### config.mk
export PLATFORM = sky130hd
export DESIGN_NAME = pipe_stage_reg_flat
export DESIGN_NICKNAME = d
export VERILOG_FILES = /design/src/rtl/pipe_stage_reg_pkg.sv /design/src/rtl/pipe_stage_reg_if.sv /design/src/rtl/pipe_entry.sv /design/src/rtl/pipe_stage_reg.sv /design/src/flat_wrapper.sv
export SDC_FILE = /design/constraint.sdc
export NUM_CORES = 1
export LEC_CHECK = 0
export ABC_AREA = 1
export BUFFER_PORTS_ARGS = -buffer_cell sky130_fd_sc_hd__buf_2
export CAP_MARGIN = 20
export CORE_ASPECT_RATIO = 1.25
export CORE_MARGIN = 1.5
export CORE_UTILIZATION = 56
export CTS_BUF_LIST = sky130_fd_sc_hd__clkbuf_8 sky130_fd_sc_hd__clkbuf_16
export DETAILED_ROUTE_END_ITERATION = 8
export PLACE_DENSITY = 0.95
export SLEW_MARGIN = 20
export SYNTH_ARGS = -nofsm -noshare
export SYNTH_HDL_FRONTEND = slang
export SYNTH_SLANG_ARGS = --single-unit
### constraint.sdc
create_clock -name clk -period 3.5 [get_ports clk]
set_input_delay 0.35 -clock clk [delete_from_list [all_inputs] [get_ports clk]]
set_output_delay 0.35 -clock clk [all_outputs]
set_load 0.005 [all_outputs]
### src/rtl/pipe_stage_reg_pkg.sv
// Shared pipeline definitions: payload width and control-field layout.
package pipe_stage_reg_pkg;

    localparam int unsigned XLEN  = 32;
    localparam int unsigned OCC_W = 2;

    // Control-field layout carried opaquely by every pipeline stage (LSB first: reg_write)
    typedef struct packed {
        logic [3:0] opcode;
        logic [2:0] funct3;
        logic       mem_access;
        logic [1:0] wb_sel;
        logic [4:0] rd;
        logic       reg_write;
    } ctrl_t;

    localparam int unsigned CTRL_BITS = $bits(ctrl_t);

endpackage

### src/rtl/pipe_stage_reg_if.sv
// Handshake bus of a pipeline stage: upstream beat in, downstream beat out.
interface pipe_stage_reg_if #(
    parameter int unsigned DATA_W = pipe_stage_reg_pkg::XLEN,
    parameter int unsigned CTRL_W = pipe_stage_reg_pkg::CTRL_BITS
) ();

    logic                                  in_valid;
    logic                                  in_ready;
    logic [DATA_W-1:0]                     in_data;
    logic [CTRL_W-1:0]                     in_ctrl;
    logic                                  out_valid;
    logic                                  out_ready;
    logic [DATA_W-1:0]                     out_data;
    logic [CTRL_W-1:0]                     out_ctrl;
    logic [pipe_stage_reg_pkg::OCC_W-1:0]  occupancy;

    // Driver side: produces input beats, consumes output beats
    modport master (
        output in_valid, in_data, in_ctrl, out_ready,
        input  in_ready, out_valid, out_data, out_ctrl, occupancy
    );

    // Stage side
    modport slave (
        input  in_valid, in_data, in_ctrl, out_ready,
        output in_ready, out_valid, out_data, out_ctrl, occupancy
    );

endinterface

### src/rtl/pipe_entry.sv
// One held pipeline entry: valid bit, control and payload with load/clear.
module pipe_entry
    import pipe_stage_reg_pkg::*;
#(
    parameter int unsigned DATA_W = XLEN,
    parameter int unsigned CTRL_W = CTRL_BITS
) (
    input  logic              clk,
    input  logic              rst,
    input  logic              load,
    input  logic              clear,
    input  logic [DATA_W-1:0] ld_data,
    input  logic [CTRL_W-1:0] ld_ctrl,
    output logic              valid,
    output logic [DATA_W-1:0] data,
    output logic [CTRL_W-1:0] ctrl
);

    logic              valid_d, valid_q;
    logic [CTRL_W-1:0] ctrl_d,  ctrl_q;
    logic [DATA_W-1:0] data_d,  data_q;

    // Next entry state: clear wins over load; ctrl zeroed whenever the entry empties
    always_comb begin
        valid_d = valid_q;
        ctrl_d  = ctrl_q;
        data_d  = data_q;
        if (clear) begin
            valid_d = 1'b0;
            ctrl_d  = '0;
        end else if (load) begin
            valid_d = 1'b1;
            ctrl_d  = ld_ctrl;
            data_d  = ld_data;
        end
    end

    // Valid and control registers with synchronous reset
    always_ff @(posedge clk) begin
        if (rst) begin
            valid_q <= 1'b0;
            ctrl_q  <= '0;
        end else begin
            valid_q <= valid_d;
            ctrl_q  <= ctrl_d;
        end
    end

    // Payload register; stale contents of an empty entry are never observed as valid
    always_ff @(posedge clk) begin
        data_q <= data_d;
    end

    assign valid = valid_q;
    assign data  = data_q;
    assign ctrl  = ctrl_q;

endmodule

### src/rtl/pipe_stage_reg.sv
// Pipeline stage register: plain 1-entry register or 2-entry skid buffer.
module pipe_stage_reg
    import pipe_stage_reg_pkg::*;
#(
    parameter int unsigned DATA_W = XLEN,
    parameter int unsigned CTRL_W = CTRL_BITS,
    parameter int unsigned SKID   = 1
) (
    input  logic             clk,
    input  logic             rst,
    input  logic             flush,
    pipe_stage_reg_if.slave  bus
);

    logic              in_fire;
    logic              out_fire;
    logic              in_ready_int;
    logic              main_v;
    logic              skid_v;
    logic [DATA_W-1:0] main_data;
    logic [CTRL_W-1:0] main_ctrl;
    logic              main_load;
    logic              main_clear;
    logic [DATA_W-1:0] main_ld_data;
    logic [CTRL_W-1:0] main_ld_ctrl;

    assign in_fire  = bus.in_valid && in_ready_int;
    assign out_fire = main_v && bus.out_ready;

    // Main entry always presents the oldest beat
    pipe_entry #(.DATA_W(DATA_W), .CTRL_W(CTRL_W)) u_main (
        .clk     (clk),
        .rst     (rst),
        .load    (main_load),
        .clear   (main_clear),
        .ld_data (main_ld_data),
        .ld_ctrl (main_ld_ctrl),
        .valid   (main_v),
        .data    (main_data),
        .ctrl    (main_ctrl)
    );

    generate
        if (SKID != 0) begin : g_skid
            logic              skid_load;
            logic              skid_clear;
            logic [DATA_W-1:0] skid_data;
            logic [CTRL_W-1:0] skid_ctrl;

            // Second entry catches a beat accepted while main is stalled
            pipe_entry #(.DATA_W(DATA_W), .CTRL_W(CTRL_W)) u_skid (
                .clk     (clk),
                .rst     (rst),
                .load    (skid_load),
                .clear   (skid_clear),
                .ld_data (bus.in_data),
                .ld_ctrl (bus.in_ctrl),
                .valid   (skid_v),
                .data    (skid_data),
                .ctrl    (skid_ctrl)
            );

            // Registered ready: accept only while the skid slot is free
            assign in_ready_int = !skid_v;

            // Entry steering: skid refills main on drain, new beats fill the first free slot
            always_comb begin
                main_load    = 1'b0;
                main_clear   = flush;
                main_ld_data = bus.in_data;
                main_ld_ctrl = bus.in_ctrl;
                skid_load    = 1'b0;
                skid_clear   = flush;
                if (!flush) begin
                    if (!main_v) begin
                        main_load = in_fire;
                    end else if (out_fire) begin
                        if (skid_v) begin
                            main_load    = 1'b1;
                            main_ld_data = skid_data;
                            main_ld_ctrl = skid_ctrl;
                            skid_load    = in_fire;
                            skid_clear   = !in_fire;
                        end else begin
                            main_load  = in_fire;
                            main_clear = !in_fire;
                        end
                    end else begin
                        skid_load = in_fire;
                    end
                end
            end
        end else begin : g_reg
            assign skid_v = 1'b0;

            // Ready passes straight through from downstream
            assign in_ready_int = !main_v || bus.out_ready;

            // Single entry: load on accept, empty on drain without refill
            always_comb begin
                main_load    = in_fire;
                main_clear   = flush || (out_fire && !in_fire);
                main_ld_data = bus.in_data;
                main_ld_ctrl = bus.in_ctrl;
            end
        end
    endgenerate

    assign bus.in_ready  = in_ready_int;
    assign bus.out_valid = main_v;
    assign bus.out_data  = main_data;
    assign bus.out_ctrl  = main_ctrl;
    assign bus.occupancy = OCC_W'(main_v) + OCC_W'(skid_v);

endmodule

### src/flat_wrapper.sv
// flat-port wrapper written by rule: the top's interface ports become plain ports
module pipe_stage_reg_flat import pipe_stage_reg_pkg::*;
#(
    parameter int unsigned DATA_W = XLEN,
    parameter int unsigned CTRL_W = CTRL_BITS,
    parameter int unsigned SKID   = 1
)
  (clk, rst, flush, bus_in_valid, bus_in_data, bus_in_ctrl, bus_out_ready, bus_in_ready, bus_out_valid, bus_out_data, bus_out_ctrl, bus_occupancy);
  pipe_stage_reg_if #(.DATA_W(DATA_W), .CTRL_W(CTRL_W)) bus_i ();
  input  logic clk;
  input  logic rst;
  input  logic flush;
  input wire logic [$bits(bus_i.in_valid)-1:0] bus_in_valid;
  input wire logic [$bits(bus_i.in_data)-1:0] bus_in_data;
  input wire logic [$bits(bus_i.in_ctrl)-1:0] bus_in_ctrl;
  input wire logic [$bits(bus_i.out_ready)-1:0] bus_out_ready;
  output wire logic [$bits(bus_i.in_ready)-1:0] bus_in_ready;
  output wire logic [$bits(bus_i.out_valid)-1:0] bus_out_valid;
  output wire logic [$bits(bus_i.out_data)-1:0] bus_out_data;
  output wire logic [$bits(bus_i.out_ctrl)-1:0] bus_out_ctrl;
  output wire logic [$bits(bus_i.occupancy)-1:0] bus_occupancy;
  assign bus_i.in_valid = bus_in_valid;
  assign bus_i.in_data = bus_in_data;
  assign bus_i.in_ctrl = bus_in_ctrl;
  assign bus_i.out_ready = bus_out_ready;
  assign bus_in_ready = bus_i.in_ready;
  assign bus_out_valid = bus_i.out_valid;
  assign bus_out_data = bus_i.out_data;
  assign bus_out_ctrl = bus_i.out_ctrl;
  assign bus_occupancy = bus_i.occupancy;
  pipe_stage_reg #(.DATA_W(DATA_W), .CTRL_W(CTRL_W), .SKID(SKID)) u_core (.clk(clk), .rst(rst), .flush(flush), .bus(bus_i));
endmodule
==> flow_summary.yaml <==
sta:
  fin_ws_ns: 1.25
  tns_ns: 0
  slew_viol_final: 0
  fin_crit_ns: 2.25
  max_freq_mhz: 445
  period_share: 0.642
  setup_viol: 0
  rsz0062_at_grt: "false"
  clock_skew_ns: 0.0101
  worst_slew_pin_slew_ns: 0.938
  hold_violations: 0
  relSlewSlack: 0.374
pwr:
  leakage_nw: 2.09
  p_switching_w: 0.000474
  p_seq_frac: 0.598
  internal-power_w: 0.00166
  combPwrFrac: 0.074
  pwr-share-clk: 0.329
  power_per_cell_area_nw_per_um2: 453
  p_sw_frac: 0.222
  irDropWorstVdd_mv: 0.275
synth:
  syn_avg_cell_area_um2: 9.19
  synth-seq-cells: 98
  yosysWarnings: 0
  syn_inst: 431
  ys_seq_area_frac: 0.657
  syn_nets: 485
  synthDistinctLibCells: 21
  syn_area_um2: 3960
clock_tree:
  ctsHoldBuffers: 0
  cts_setup_buffers: 0
  root_buffer: "clkbuf_8"
  numCtsBuffers: 9
  clockBufferDepth: 2
  tritoncts: "built"
  clock-sinks: 98
  insertion_delay_ns: 0.35
  cts_resized: 0
  clk_pin_slew_ns: 0.10
  htreeDepth: 3
floorplan:
  start_util: 0.575
  die_area_um2: 7590
  core_area_um2: 6890
  rows: 34
  die_w_um: 78.2
  ios: 105
  dieHeight_um: 97.0
drt:
  drc: 0
  first_iter_violations: 192
  vias: 3127
  finalWirelength_mm: 7.85
  viasPerCell: 5.00
  wire_per_inst_um: 12.5
  postRouteAntennaNets: 0
  dr.pass1.iters: 5
grt:
  antenna_found_initial: 0
  grt_remaining_overflow: 0
  grt-busiest-layer: "met2"
  use_met3: 0.0642
  grt_pass1_vias: 2911
  met2_usage: 0.367
  gr-usage-all-layers: 0.218
  met1_usage: 0.260
  grt_pass1_wl_mm: 12.9
  grt_start_max_net_pins: 65
place:
  post-dp-hpwl_mm: 5.35
  dp_slack_ns: 1.30
  place.gp.congestion: 0.824
  portBuffers: 104
  placed_area_um2: 4520
flow_run:
  max_cap_viol_count: 0
final_layout:
  fill_cells: 541
  syn_to_final_growth_pct: 18.9
  register_area_um2: 2600
  multi_input_area_um2: 1110
  num_antenna_cells: 0
  final_area_um2: 4710
  layout-drive-gt1-share: 0.237
  fin_nets: 585
critical_path:
  cp.arrival_ns: 2.50
  crit_type: "flip-flop to flip-flop"
  rrSetupSlack_ns: 1.25
  cp-end-kind: "flip-flop"
  cp-start-kind: "flip-flop"
  crit_fanout: 48
  critPathRequiredTime_ns: 3.76
outcome:
  status: "completed"
worst_hold_path:
  hold_path.class: "input pin to flip-flop"
metal layers:
layer / vias to the layer above / share of wire
met1: 1411 / 0.39
met3: 16 / 0.080
met5: - / 0
met4: 0 / 0.017
met2: 150 / 0.51
li1: 1550 / -
cell usage after synthesis:
cell      count  area share
nor2_1       50       0.047
buf_4         1      0.0019
buf_2         8       0.010
clkbuf_1      5      0.0047
inv_1        40       0.038
dfxtp_1      34        0.17
o21ai_0       1      0.0013
nor2_2        1      0.0016
inv_2         1     0.00095
o21a_1        1      0.0019
nand2_1     182        0.17
nand2_4       1      0.0028
buf_1         1     0.00095
a21oi_1      17       0.021
nand3_2       1      0.0025
nand4_1       1      0.0016
ha_1          1      0.0032
nand2_2       2      0.0032
edfxtp_1     64        0.49
buf_6         2      0.0057
nand3_1      17       0.021
cells by family (layout without fill, tap and decap cells):
logic type,after synthesis,count (layout),synth area share
fa+ha+maj,1,1,0.00316
compound gates,19,19,0.0246
buf+inv,58,163,0.0622
flops,98,98,0.657
simple gates,255,255,0.253
critical path: stages (launching register included):
cell and delay (ns):
dfxtp_1 0.48, inv_1 0.07, nor2_1 0.11, nand3_2 0.32, inv_2 0.82, nand2_1 0.15, a21oi_1 0.18
registers in the layout (all words and copies together) (netlist names):
name	count
u_core.u_main.ctrl	16
u_core.u_main.data	32
u_core.g_skid.u_skid.valid	1
u_core.g_skid.u_skid.data	32
u_core.u_main.valid	1
u_core.g_skid.u_skid.ctrl	16
final timing paths:
| check | start | endpoint | depth (start not counted) |
|---|---|---|---|
| worst max-delay path | u_core.u_main.valid | u_core.g_skid.u_skid.ctrl[11] | 6 |
| worst min-delay path | bus_in_data[7] | u_core.g_skid.u_skid.data[7] | 1 |
| worst max register to register | u_core.u_main.valid | u_core.g_skid.u_skid.ctrl[11] | 6 |
| worst min register to register | u_core.g_skid.u_skid.ctrl[9] | u_core.g_skid.u_skid.ctrl[9] | 2 |
power by group through the flow:
stage / Sequential (W) / Combinational, W / Clock (W)
floorplan: 0.00131 / 0.0000739 / 0
global placement: 0.00130 / 0.000150 / 0
detailed placement: 0.00130 / 0.000157 / 0
CTS: 0.00128 / 0.000157 / 0.000713
global route: 0.00128 / 0.000177 / 0.000764
finish: 0.00128 / 0.000157 / 0.000701
layout by cell type (no fill, tap or decap), types with 3 or more instances in the layout:
master      count
edfxtp_1       64
dfxtp_1        34
nand3_1        17
nand2_1       182
buf_2         104
clkbuf_8        9
a21oi_1        17
nor2_1         50
inv_1          41
clkinvlp_4      3
cell type report:
type / count / share of cell area
repair buffers: 106 / 0.114
clock buffers: 9 / 0.0263
flip-flops and latches: 98 / 0.552
well taps: 90 / 0.0239
clock inverters: 7 / 0.0149
multi-input cells: 275 / 0.236
inverters: 41 / 0.0327
per-stage QoR:
stage	hold WS, ns	utilization	total power (W)	instances
2_1_floorplan	0.445	-	0.00138	431
3_3_place_gp	0.452	0.655	0.00145	610
3_5_place_dp	0.455	0.655	0.00146	610
4_1_cts	0.172	0.684	0.00215	626
5_1_grt	0.153	0.684	0.00222	626
6_report	0.183	0.684	0.00213	626
No activity file was read; power rests on OpenSTA's default activity.
